[config.mk]
export PLATFORM = sky130hd
export DESIGN_NAME = instr_fetch_flat
export DESIGN_NICKNAME = d
export VERILOG_FILES = /design/src/rtl/instr_fetch_pkg.sv /design/src/rtl/instr_fetch_if.sv /design/src/rtl/instr_fetch_field_split.sv /design/src/rtl/instr_fetch.sv /design/src/flat_wrapper.sv
export SDC_FILE = /design/constraint.sdc
export NUM_CORES = 1
export LEC_CHECK = 0
export ABC_AREA = 1
export CAP_MARGIN = 20
export CORE_MARGIN = 4
export CORE_UTILIZATION = 46
export DETAILED_ROUTE_END_ITERATION = 8
export PLACE_DENSITY = 0.84
export SLEW_MARGIN = 20
export SYNTH_ARGS = -nofsm -noshare
export SYNTH_HDL_FRONTEND = slang
export SYNTH_HIERARCHICAL = 1
export SYNTH_SLANG_ARGS = --single-unit
export TNS_END_PERCENT = 5
[constraint.sdc]
create_clock -name clk -period 1.98 [get_ports clk]
set_input_delay 0.297 -clock clk [delete_from_list [all_inputs] [get_ports clk]]
set_output_delay 0.297 -clock clk [all_outputs]
set_load 0.05 [all_outputs]
[src/rtl/instr_fetch_pkg.sv]
// instr_fetch_pkg: shared fetch-stage types, MIPS32 field positions and PC constants
package ifetch_pkg;
    typedef enum logic [1:0] {IDLE, REQ, HOLD, FLUSH} state_t;
    localparam int OPCODE_MSB = 31;
    localparam int OPCODE_LSB = 26;
    localparam int RS_MSB = 25;
    localparam int RS_LSB = 21;
    localparam int RT_MSB = 20;
    localparam int RT_LSB = 16;
    localparam int RD_MSB = 15;
    localparam int RD_LSB = 11;
    localparam int SHAMT_MSB = 10;
    localparam int SHAMT_LSB = 6;
    localparam int FUNCT_MSB = 5;
    localparam int FUNCT_LSB = 0;
    localparam int IMM_MSB = 15;
    localparam int IMM_LSB = 0;
    localparam int JTARGET_MSB = 25;
    localparam int JTARGET_LSB = 0;
    localparam logic [31:0] NOP_INSTR = 32'h0000_0000;
    localparam logic [31:0] PC_STEP = 32'd4;

    function automatic logic [31:0] word_align(input logic [31:0] a);
        return a & ~32'h3;
    endfunction
endpackage

[src/rtl/instr_fetch_if.sv]
// instr_fetch_if: instruction memory request/acknowledge bus
interface instr_fetch_if;
    logic        req;
    logic [31:0] addr;
    logic        ack;
    logic [31:0] rdata;
    modport master(output req, addr, input ack, rdata);
    modport slave(input req, addr, output ack, rdata);
endinterface

[src/rtl/instr_fetch_field_split.sv]
// instr_field_split: combinational MIPS32 instruction field decode, reusable by later stages
module instr_field_split
    import ifetch_pkg::*;
(
    input  logic [31:0] instr,
    output logic [5:0]  opcode,
    output logic [4:0]  rs,
    output logic [4:0]  rt,
    output logic [4:0]  rd,
    output logic [4:0]  shamt,
    output logic [5:0]  funct,
    output logic [15:0] imm,
    output logic [25:0] jtarget
);
    assign opcode  = instr[OPCODE_MSB:OPCODE_LSB];
    assign rs      = instr[RS_MSB:RS_LSB];
    assign rt      = instr[RT_MSB:RT_LSB];
    assign rd      = instr[RD_MSB:RD_LSB];
    assign shamt   = instr[SHAMT_MSB:SHAMT_LSB];
    assign funct   = instr[FUNCT_MSB:FUNCT_LSB];
    assign imm     = instr[IMM_MSB:IMM_LSB];
    assign jtarget = instr[JTARGET_MSB:JTARGET_LSB];
endmodule

[src/rtl/instr_fetch.sv]
// instr_fetch: MIPS32 fetch stage; optional IFETCH_ALIGN_CHECK_EN flags misaligned redirects
module instr_fetch
    import ifetch_pkg::*;
#(
    parameter logic [31:0] RESET_VECTOR = 32'h0000_0000
) (
    input  logic               clk,
    input  logic               rst_n,
    instr_fetch_if.master      imem,
    input  logic               stall,
    input  logic               redirect,
    input  logic [31:0]        redirect_pc,
    output logic               instr_valid,
    output logic [31:0]        instr,
    output logic [31:0]        pc,
    output logic [31:0]        pc_plus4,
    output logic [5:0]         opcode,
    output logic [4:0]         rs,
    output logic [4:0]         rt,
    output logic [4:0]         rd,
    output logic [4:0]         shamt,
    output logic [5:0]         funct,
    output logic [15:0]        imm,
    output logic [25:0]        jtarget,
    output logic               misalign_err
);
    state_t      state, state_nxt;
    logic [31:0] fetch_pc, fetch_pc_nxt, req_addr;
    logic        take;

    // req_addr always tracks the address the memory is working on, so it drives the bus in REQ and FLUSH alike
    assign imem.addr    = req_addr;
    assign pc_plus4     = pc + PC_STEP;
    assign fetch_pc_nxt = redirect ? word_align(redirect_pc) : take ? req_addr + PC_STEP : fetch_pc;

    // state register
    always_ff @(posedge clk or negedge rst_n) begin
        if (!rst_n) state <= IDLE;
        else        state <= state_nxt;
    end

    // next state and handshake; an acked word is kept only when no redirect arrives with it
    always_comb begin
        state_nxt = state;
        imem.req  = 1'b0;
        take      = 1'b0;
        case (state)
            IDLE:  state_nxt = REQ;
            REQ: begin
                imem.req  = 1'b1;
                take      = imem.ack && !redirect;
                state_nxt = imem.ack ? (redirect ? REQ : HOLD) : (redirect ? FLUSH : REQ);
            end
            HOLD:  state_nxt = (redirect || !stall) ? REQ : HOLD;
            FLUSH: begin
                imem.req  = 1'b1;
                state_nxt = imem.ack ? REQ : FLUSH;
            end
            default: state_nxt = IDLE;
        endcase
    end

    // fetch address, outstanding address and presented instruction
    always_ff @(posedge clk or negedge rst_n) begin
        if (!rst_n) begin
            fetch_pc    <= RESET_VECTOR;
            req_addr    <= RESET_VECTOR;
            pc          <= RESET_VECTOR;
            instr       <= NOP_INSTR;
            instr_valid <= 1'b0;
        end else begin
            fetch_pc    <= fetch_pc_nxt;
            instr_valid <= state_nxt == HOLD;
            if (state_nxt == REQ) req_addr <= fetch_pc_nxt;
            if (take) begin
                pc    <= req_addr;
                instr <= imem.rdata;
            end
        end
    end

`ifdef IFETCH_ALIGN_CHECK_EN
    // one-cycle flag for a redirect target that was not word aligned
    always_ff @(posedge clk or negedge rst_n) begin
        if (!rst_n) misalign_err <= 1'b0;
        else        misalign_err <= redirect && (redirect_pc[1:0] != 2'b00);
    end
`else
    assign misalign_err = 1'b0;
`endif

    instr_field_split u_split (
        .instr   (instr),
        .opcode  (opcode),
        .rs      (rs),
        .rt      (rt),
        .rd      (rd),
        .shamt   (shamt),
        .funct   (funct),
        .imm     (imm),
        .jtarget (jtarget)
    );
endmodule

[src/flat_wrapper.sv]
// flat-port wrapper written by rule: the top's interface ports become plain ports
module instr_fetch_flat import ifetch_pkg::*;
#(
    parameter logic [31:0] RESET_VECTOR = 32'h0000_0000
)
  (clk, rst_n, stall, redirect, redirect_pc, instr_valid, instr, pc, pc_plus4, opcode, rs, rt, rd, shamt, funct, imm, jtarget, misalign_err, imem_req, imem_addr, imem_ack, imem_rdata);
  instr_fetch_if imem_i ();
  input  logic clk;
  input  logic rst_n;
  input  logic stall;
  input  logic redirect;
  input  logic [31:0] redirect_pc;
  output logic instr_valid;
  output logic [31:0] instr;
  output logic [31:0] pc;
  output logic [31:0] pc_plus4;
  output logic [5:0] opcode;
  output logic [4:0] rs;
  output logic [4:0] rt;
  output logic [4:0] rd;
  output logic [4:0] shamt;
  output logic [5:0] funct;
  output logic [15:0] imm;
  output logic [25:0] jtarget;
  output logic misalign_err;
  output wire logic [$bits(imem_i.req)-1:0] imem_req;
  output wire logic [$bits(imem_i.addr)-1:0] imem_addr;
  input wire logic [$bits(imem_i.ack)-1:0] imem_ack;
  input wire logic [$bits(imem_i.rdata)-1:0] imem_rdata;
  assign imem_req = imem_i.req;
  assign imem_addr = imem_i.addr;
  assign imem_i.ack = imem_ack;
  assign imem_i.rdata = imem_rdata;
  instr_fetch #(.RESET_VECTOR(RESET_VECTOR)) u_core (.clk(clk), .rst_n(rst_n), .imem(imem_i), .stall(stall), .redirect(redirect), .redirect_pc(redirect_pc), .instr_valid(instr_valid), .instr(instr), .pc(pc), .pc_plus4(pc_plus4), .opcode(opcode), .rs(rs), .rt(rt), .rd(rd), .shamt(shamt), .funct(funct), .imm(imm), .jtarget(jtarget), .misalign_err(misalign_err));
endmodule
==> flow_summary.toml <==
[outcome]
status = "finished with violations"
violations = "setup timing"

[place]
pre_cts_slack_ns = -0.142
hpwl_um = 19200
io_buffers = 270
gp_congestion = 0.948

[timing]
min_period_over_period = 1.26
worstMarginPinSlew_ns = 0.547
hold_viol = 0
tns_ns = -7.50
fmax_mhz = 401
finalCriticalPeriod_ns = 2.49
rsz0062_at_grt = "true"
postLayoutSetupSlackWorst_ns = -0.511
finalClockSkew_ns = 0.0114
slew_violations = 0
maxSlewHeadroom = 0.634
setup_viol = 26

[synthesis]
synth_top_family_by_area = "simple AND/OR/NAND/NOR gates"
synthCells = 993
synth-xor-area-share = 0.0315
synth_area_mm2 = 0.00751
synth_mux_area_frac = 0
ys_seq_elements = 131
synth_fa_ha_area_frac = 0.00666
synth_compound_area_frac = 0.0693
ys_seq_area_frac = 0.437
syn-num-nets = 1066
ys_types = 36
yosysWarnings = 6
synthArstFlopShare = 1.00
synth.avg_cell_area_um2 = 7.56
synth_ff_type = "dfrtp_1"
synth_edf_count = 0
synthSimpleGateAreaFrac = 0.311

[clock_tree]
cts_buffers = 17
htreeDepth = 4
clkSlewWorstSetupHoldPaths_ns = 0.06
clock_latency_ns = 0.42
cts_root_buffer = "clkbuf_16"
cts_buffer_depth = 2
cts_sinks = 131
cts_tree = "yes"

[drt]
vias = 7814
firstDrtPassIters = 5
ant_nets = 0
wl_per_cell_um = 18.3
routed_wl_um = 27400
drt-vias-per-instance = 5.23
initialDrtViolationCount = 694
drc_errors = 0

[global_route]
grt_pass1_wl_um = 39600
first_global_vias = 7443
track_usage = 0.277
grt-ovfl-total = 0
grt_max_degree = 50
antenna_found_initial = 0

[die]
ios = 274
die_y_um = 136
die-width_um = 136
placeableCoreArea_mm2 = 0.0159
rows = 46
die_area_mm2 = 0.0184
initial_core_util = 0.471

[cells_and_area]
nNetsFinal = 1338
fillerInstances = 1129
area_delta_synth_final_pct = 58.8
drive_gt1_frac = 0.246
diodes = 0

[setup_path]
cp-start-kind = "register"
cp.required_ns = 1.68
worstSetupEndpointType = "output pin"
arrival_ns = 2.19
crit_fanout = 3
critPathKind = "register to output pin"

[job]
cap_violations = 0

[min_path]
hold_path.class = "input pin to asynchronous set/reset pin"
synth_stat cells (all sizes together), types with 5 or more instances:
cell    instances  area (um^2)
nand4          11         68.8
xor2           26          228
o21ai          35          179
or2            16          100
a21oi          41          205
buf           105          732
nor2          101          450
inv            88          333
dfrtp         131         3280
nand3          75          395
nor3           10         60.1
a31oi           8         50.1
clkbuf          6         22.5
nand3b          5         37.5
nand2         317         1200
registers in the layout (all words and copies together), names as in the netlist:
name                flops
u_core/fetch_pc        32
u_core/imem.addr       32
u_core/instr           32
u_core/pc              32
u_core/state            2
u_core/instr_valid      1
logic make-up (layout without fill, tap and decap cells):
kind of cell             after synthesis  count (layout)
AO/OA/AOI/OAI                         93              93
XOR/XNOR                              27              27
other                                  1               1
AND/OR/NAND/NOR                      538             538
adder cells (fa/ha/maj)                4               4
buffers and inverters                199             484
flip-flops                           131             131
path summary, 6_finish.rpt:
kind,cells after the start,end,slack (ns),start
max in group asynchronous,3,u_core/pc[24]$_DFFE_PN0P_,1.02,rst_n
min,2,u_core/state[0]$_DFF_PN0_,0.35,rst_n
min reg2reg,2,u_core/instr[26]$_DFFE_PN0P_,0.50,u_core/instr[26]$_DFFE_PN0P_
min in group clk,3,u_core/instr[8]$_DFFE_PN0P_,0.41,imem_rdata[8]
max reg2reg,10,u_core/imem.addr[30]$_DFFE_PN0N_,0.25,u_core/imem.addr[2]$_DFFE_PN0N_
max,10,pc_plus4[30],-0.51,u_core/pc[13]$_DFFE_PN0P_
worst max-delay path: stages (launching register included):
cell,delay (ns)
dfrtp_2,0.38
inv_1,0.11
nor3_1,0.33
buf_4,0.22
nand2_1,0.10
nor2_2,0.14
buf_6,0.14
nand2_1,0.05
nand2_1,0.07
nand2_2,0.06
buf_12,0.15
what timing repair did:
action / CTS / global route
hold buffers: 1 / 0
pin swaps: 9 / 17
setup endpoints to repair: 69 / 69
buffers inserted: 6 / 15
gates resized for setup: 58 / 69
hold endpoints to repair: 37 / 0
cloned: 0 / 0
final cells by class:
type,instances,area (um^2),area share
inverter,88,335,0.0281
sequential,131,3300,0.277
clock inverter,12,179,0.0150
clock buffer,20,467,0.0391
tap,216,270,0.0227
timing repair buffer,364,3730,0.313
multi-input combinational,663,3640,0.305
layer usage:
layer	global-route usage	part of all wire	routed length, um	vias up
li1	-	-	-	3581
met1	0.327	0.36	9940	3705
met2	0.487	0.51	14100	439
met3	0.0557	0.080	2190	89
met4	0.123	0.045	1230	0
met5	0	0	0	-
layout by cell type, fill, tap and decap left out, types with 5 or more instances in the layout:
cell type	n
clkdlybuf4s50_1	112
buf_6	6
xor2_2	13
nor3_2	6
nand4_1	11
inv_1	84
nand2_2	7
clkbuf_16	17
a21oi_1	41
buf_12	37
clkinvlp_4	6
nor2_1	83
dfrtp_1	112
nor2_4	13
nand3b_1	5
nand3_1	69
dlygate4sd2_1	42
buf_4	130
a31oi_1	8
xor2_4	11
or2_2	16
nand2_1	308
dlymetal6s2s_1	36
o21ai_0	30
dfrtp_2	19
through the flow:
stage	hold slack, ns	std cells	instance area, um^2	utilization
floorplan	0.00141	993	7800	-
global placement	0.226	1440	10800	0.679
detailed placement	0.226	1440	10800	0.679
CTS	0.348	1479	11500	0.724
global route	0.397	1494	11900	0.748
finish	0.352	1494	11900	0.748
Power is left out: the tool's default activity adds up to more than one toggle a clock period on the data nets, which glitch-free logic cannot reach.
